## src/rtl/mux_scan_sequencer.sv

```systemverilog
// ============================================================================
// mux_scan_sequencer
//   Steps the 4:1 mux selects round-robin over a,b,c,d, samples F on each
//   channel and hands the assembled 4-bit frame out over valid/ready.
//   Optional: define MUX_SCAN_PARITY_EN to add the frame_par output.
// Revision: 1.0 - initial release
// ============================================================================
`timescale 1ns/1ps
`default_nettype none

module mux_scan_sequencer #(
  parameter int unsigned DWELL  = 4,
  parameter int unsigned SETTLE = 1
) (
  input  logic       clk,
  input  logic       rst_n,
  input  logic       start,
  input  logic       continuous,
  input  logic       F,
  output logic       s1,
  output logic       s2,
  output logic [3:0] frame,
  output logic       frame_valid,
  input  logic       frame_ready,
`ifdef MUX_SCAN_PARITY_EN
  output logic       frame_par,
`endif
  output logic       busy
);

  typedef enum logic [1:0] {
    ST_IDLE = 2'd0,
    ST_SCAN = 2'd1,
    ST_HOLD = 2'd2
  } state_t;

  localparam logic [7:0] C_CNT_LAST = 8'(DWELL - 1);
  localparam logic [7:0] C_CNT_SMP  = 8'(SETTLE);

  state_t     state_q;
  logic [1:0] ch_q;
  logic [7:0] cnt_q;
  logic [3:0] shadow_q;
  logic [3:0] shadow_d;

  // Merge the current-edge sample so the frame load on the last dwell cycle
  // sees it even when SETTLE == DWELL-1.
  always_comb begin
    shadow_d = shadow_q;
    if ((state_q == ST_SCAN) && (cnt_q == C_CNT_SMP)) begin
      shadow_d[ch_q] = F;
    end
  end

  always_ff @(posedge clk or negedge rst_n) begin
    if (!rst_n) begin
      state_q     <= ST_IDLE;
      ch_q        <= 2'd0;
      cnt_q       <= 8'd0;
      shadow_q    <= 4'd0;
      s1          <= 1'b0;
      s2          <= 1'b0;
      frame       <= 4'd0;
      frame_valid <= 1'b0;
      busy        <= 1'b0;
`ifdef MUX_SCAN_PARITY_EN
      frame_par   <= 1'b0;
`endif
    end else begin
      case (state_q)
        ST_IDLE: begin
          if (start) begin
            state_q <= ST_SCAN;
            ch_q    <= 2'd0;
            cnt_q   <= 8'd0;
            s1      <= 1'b0;
            s2      <= 1'b0;
            busy    <= 1'b1;
          end
        end

        ST_SCAN: begin
          shadow_q <= shadow_d;
          if (cnt_q == C_CNT_LAST) begin
            cnt_q <= 8'd0;
            if (ch_q == 2'd3) begin
              // Selects stay at 11 through HOLD; only ch rewinds.
              frame       <= shadow_d;
              frame_valid <= 1'b1;
              ch_q        <= 2'd0;
              state_q     <= ST_HOLD;
`ifdef MUX_SCAN_PARITY_EN
              frame_par   <= ^shadow_d;
`endif
            end else begin
              ch_q     <= ch_q + 2'd1;
              {s1, s2} <= ch_q + 2'd1;
            end
          end else begin
            cnt_q <= cnt_q + 8'd1;
          end
        end

        ST_HOLD: begin
          if (frame_valid && frame_ready) begin
            frame_valid <= 1'b0;
            ch_q        <= 2'd0;
            cnt_q       <= 8'd0;
            s1          <= 1'b0;
            s2          <= 1'b0;
            if (continuous) begin
              state_q <= ST_SCAN;
            end else begin
              state_q <= ST_IDLE;
              busy    <= 1'b0;
            end
          end
        end

        default: begin
          state_q <= ST_IDLE;
          busy    <= 1'b0;
        end
      endcase
    end
  end

endmodule

`default_nettype wire
```

## config.mk

```make
export PLATFORM = sky130hd
export DESIGN_NAME = mux_scan_sequencer
export DESIGN_NICKNAME = d
export VERILOG_FILES = /design/src/rtl/mux_scan_sequencer.sv
export SDC_FILE = /design/constraint.sdc
export NUM_CORES = 1
export LEC_CHECK = 0
export BUFFER_PORTS_ARGS = -buffer_cell sky130_fd_sc_hd__buf_2
export CAP_MARGIN = 10
export CORE_ASPECT_RATIO = 0.7
export CORE_MARGIN = 4
export CORE_UTILIZATION = 44
export CTS_CLUSTER_DIAMETER = 200
export DETAILED_ROUTE_END_ITERATION = 12
export PLACE_DENSITY = 0.72
export SYNTH_ARGS = -nofsm -noshare
export SYNTH_HDL_FRONTEND = slang
export SYNTH_SLANG_ARGS = --single-unit
```

## constraint.sdc

```tcl
create_clock -name clk -period 2.55 [get_ports clk]
set_clock_uncertainty 0.2 [all_clocks]
set_input_delay 0.1275 -clock clk [delete_from_list [all_inputs] [get_ports clk]]
set_output_delay 0.1275 -clock clk [all_outputs]
set_load 0.02 [all_outputs]
```

## After elaboration in Yosys (flattened, before gate mapping)

Index checks and enable logic that the tools add are counted.

- Add/subtract/negate cells: 2
- $lt $le $gt $ge: 2
- Equal/unequal tests: 11
- Mux-type cells: 34
- Bitwise gates (word level): 1
- Reduce and logical (&&, ||, !) cells: 13

Operators by type and width:

| kind | number |
|---|---|
| $mux 8 | 3 |
| $pmux 8 s3 | 1 |
| $mux 2 | 8 |
| $reduce_and 4->1 | 4 |
| $mux 1 | 13 |
| $pmux 2 s3 | 2 |
| $pmux 1 s3 | 3 |
| $add 8x1->8 const B | 1 |
| $eq 8x1->1 const B | 1 |
| $eq 8x2->1 const B | 1 |
| $ne 2x2->1 const B | 4 |
| $reduce_and 3->1 | 2 |
| $reduce_and 5->1 | 1 |
| $bwmux 4 | 1 |
| $eq 2x2->1 const B | 2 |
| $mux 4 | 1 |
| $ne 2x1->1 const B | 2 |
| $logic_and 1x1->1 | 3 |
| $lt 2x3->1 const B | 1 |
| $reduce_bool 3->1 | 1 |
| $add 2x1->2 const B | 1 |
| $demux 1 s2 | 1 |
| $eq 2x1->1 const B | 1 |
| $ge 2x1->1 const B | 1 |
| other kinds (4) | 4 |

- Flip-flop bits (word level): 24
- Bits of input ports: 6
- Output and inout port bits: 8
- Logic and storage cells: 72

## Longest topological paths before layout

- Depth after elaboration: 6
- Mapped depth: 6
- Gate-level depth less buffers: 5

## Least setup slack after synthesis

No wires, ideal clock.

- Kind: register -> register
- Start: register cnt_q[4]
- End: register ch_q[1]
- Setup time: 150 ps
- Data arrival time: 1962 ps
- Data required time: 2200 ps
- Slack: 238 ps
- Cell stages (with the launch flop): 5
- Buffers on the path: 0
- Clock period less this slack: 2312 ps
- Path through: dfrtp_1 > or4_4 > or4b_4 > a21oi_1 > o32ai_1

- Longest elaborated chain between the ends: 3

Ends and longest elaborated chain:

| item | line | RTL |
|---|---|---|
| from (decl) | 42 | `logic [7:0] cnt_q;` |
| from (signal assigned) | 100 | `cnt_q <= cnt_q + 8'd1;` |
| $eq 8x2->1 | 84 | `if (cnt_q == C_CNT_LAST) begin` |
| $ne 2x1->1 (no source line) | n/a |  |
| $reduce_and 4->1 (no source line) | n/a |  |
| to (signal assigned) | 96 | `ch_q <= ch_q + 2'd1;` |
| to (decl) | 41 | `logic [1:0] ch_q;` |

No other way between the ends.
A chain may end at the register's enable or synchronous reset.

## Worst setup path in the final report

- Start: register cnt_q[4]
- End: register ch_q[0]

The elaborated chain is that of the path after synthesis.

==> implementation parameters <==
Parameter                              Value

Outcome
  Status    finished, final reports clean

Synth
  Register area share after synthesis    between 40% and 50%
  Register bit count reported by yosys    24
  Number of distinct library cells after synthesis    30
  Number of instances in the synthesized netlist    approximately 120
  Post-synth net total    roughly 130
  Synthesis warning total    0
  Per-instance average area after synthesis    approximately 11 um^2
  Combined area of all synthesized cells    approximately 1200 um^2

STA
  Worst-margin pin slew    0.542 ns
  Max-slew headroom at the worst pin    63.8%
  Setup total negative slack    0 ns
  Final setup vio count    0
  Final max-slew violation count    0
  Unrepaired setup endpoints after global routing    false
  Final critical-path required period    between 2 and 2.5 ns
  Post-route fraction of the period consumed by the critical path    93.8%
  Final hold violations    0
  Fmax achieved    between 0.4 and 0.5 GHz

Clocking
  Level count of the clock H-tree    1
  Maximum clock path buffer count    2
  Number of buffers inserted during clock tree synthesis    3
  TritonCTS Sinks    24
  CTS clk-pin slew, worst paths    0.08 ns
  Worst-Skew Late Latency    roughly 0.27 ns
  Count of instances resized after the clock tree is built    0
  TritonCTS clock tree    done
  Root Buffer    clkbuf_8

Die
  Top-Level Pins    14
  Core footprint    roughly 2600 um^2
  Die boundary height    between 50 and 60 um
  Standard-cell row count    15
  DIE AREA    between 3000 and 4000 um^2
  Die Span X    slightly above 70 um
  Initial Util    about half

Setup path
  Critical-path maximum fanout    5
  Crit path capture type    register
  Startpoint types    register
  WP data arrival    between 2 and 2.5 ns
  Endpoint of the worst register-to-register path    ch_q[0]
  Start of the worst register-to-register path    cnt_q[4]
  Worst setup path class    reg2reg
  Reg2Reg Setup Slack    approximately 0.16 ns
  Critical path data required time    approximately 2.5 ns
  Reg2reg path depth    4

Finish
  Final net count    150
  Layout cells sized above 1    around a quarter
  Finished Core Util    approximately 57%
  Diode count    0
  Area growth, synth to finish    16.9%

Detailed routing
  Per-cell routed wire length    ~15 um
  Number of routed nets with antenna violations    0
  Via/cell ratio    5.56
  First-iteration detailed-routing DRC count    ~80
  Total via count after detailed routing    950
  Number of search-and-repair iterations in the first detailed-routing pass    4
  DRT Wirelength    about 2.6 mm
  DRC violations left    0

GRT
  GRT busiest layer    met2
  GR Util met1    about 22%
  Met3 routing resource usage after global routing    between 4 and 5%
  Pin count of the biggest net entering global routing    25
  Total congestion overflow after global routing    0
  Aggregate global-route resource usage    about 16%
  Via count of the first global-routing pass    slightly above 900
  Met2 Track Usage GR    22.9%
  Wire length of the first global-routing pass    ~4.5 mm
  Initial antenna violation count    0

Worst hold path
  Type of the most critical hold path    in2reg
  Worst hold path cell count    3
  Worst-case hold path end point    busy
  Origin of the worst min-delay path    start

Pwr
  Static power due to leakage    around 0.00066 uW
  Maximum vdd drop    about 650 uV
  Pwr/cell area    approximately 1200 nW/um^2

Placement
  Number of input and output port buffers inserted    13
  HPWL after detailed placement    1.93 mm
  Placer congestion estimate    roughly 0.84

Job
  Max-capacitance violation count    0
[logic make-up after synthesis]
kind of cell / after synthesis / synth area share [%]
DFF: 24 / 48.3
adders and majority gates: 6 / 6.04
xor gates and xnor gates: 4 / 2.82
buffers and inverters: 11 / 3.32
muxes: 13 / 11.7
and+or+nand+nor: 37 / 16.9
AOI/OAI and AO/OA: 21 / 11.0
[metrics by stage]
stage          power, uW  std cells  worst slack, ns  instance area [um^2]  hold slack (ns)
6_report            1710        171            0.157                  1450           0.0221
5_1_grt             1840        171           0.0966                  1450           0.0873
4_1_cts             1720        171            0.172                  1450           0.0332
3_5_place_dp        1450        163            0.198                  1360          -0.0575
3_3_place_gp        1410        163            0.269                  1360          -0.0627
2_1_floorplan       1190        116            0.238                  1240           -0.368
[flip-flops by register name, indices dropped and copies added (netlist names)]
register	flops
ch_q	2
frame	4
busy	1
frame_valid	1
state_q	2
s1	1
cnt_q	8
shadow_q	4
s2	1
[layout by cell type, fill, tap and decap left out, drive strengths merged, types with 5 or more instances in the layout]
cell type and n:
dfrtp 24, a21oi 5, inv 9, nand2 10, buf 15, ha 6, nand3 9, mux2 12
o21ai 5
[how the worst max path moves through the flow]
stage	start	endpoint
3_3_place_gp	cnt_q[4]	s1
4_1_cts	cnt_q[4]	s2
6_report	cnt_q[4]	ch_q[0]
2_1_floorplan	cnt_q[4]	ch_q[1]
3_5_place_dp	cnt_q[4]	s2
5_1_grt	cnt_q[4]	s2
[area by class of cell]
| cell class | instances | area (um^2) |
|---|---|---|
| fill | 228 | 1120 |
| multi-input combinational | 81 | 602 |
| sequential | 24 | 601 |
| timing repair buffer | 19 | 120 |
| clock buffer | 4 | 55.1 |
| tap | 34 | 42.5 |
| inverter | 9 | 33.8 |
[per-layer routing]
metal | up-vias | share of wire, %
met3 | 4 | 4.2
met2 | 16 | 44
met5 | - | 0
met4 | 0 | 1.5
li1 | 454 | -
met1 | 476 | 50
[critical path, cell delays in order (launching register included)]
cell     delay (ns)
dfrtp_1        0.44
or4_4          0.58
or4b_4         0.54
or3_1          0.41
mux2i_1        0.15
[cells in the mapped netlist]
library cell / count / area, um^2
a211oi_1: 3 / 22.5
a21boi_0: 1 / 7.51
a21oi_1: 5 / 25.0
a32oi_1: 1 / 8.76
and2_1: 1 / 6.26
clkbuf_1: 2 / 7.51
dfrtp_1: 24 / 601
ha_1: 6 / 75.1
inv_1: 9 / 33.8
mux2_2: 12 / 135
mux2i_1: 1 / 10.0
nand2_1: 10 / 37.5
nand2b_1: 2 / 12.5
nand3_1: 9 / 45.0
nand4_1: 2 / 12.5
nand4b_1: 1 / 8.76
nor2_1: 4 / 15.0
nor2b_1: 1 / 6.26
nor4_2: 1 / 12.5
o211ai_1: 1 / 7.51
o21ai_0: 5 / 25.0
o21bai_1: 1 / 7.51
o22ai_1: 1 / 6.26
o2bb2ai_1: 2 / 17.5
o32ai_1: 1 / 8.76
or3_1: 3 / 18.8
or4_4: 1 / 11.3
or4b_2: 1 / 10.0
or4b_4: 1 / 13.8
xnor2_1: 4 / 35.0
[what timing repair did]
action,in CTS,in global routing
setup buffers,0,0
hold buffers,4,0
endpoints found under the hold margin,29,0
[report_power, final]
group | switching, uW | internal, uW
registers | 143 | 534
clock network | 121 | 138
logic | 419 | 357
total | 683 | 1030
Power figures use the tool's default switching activity.
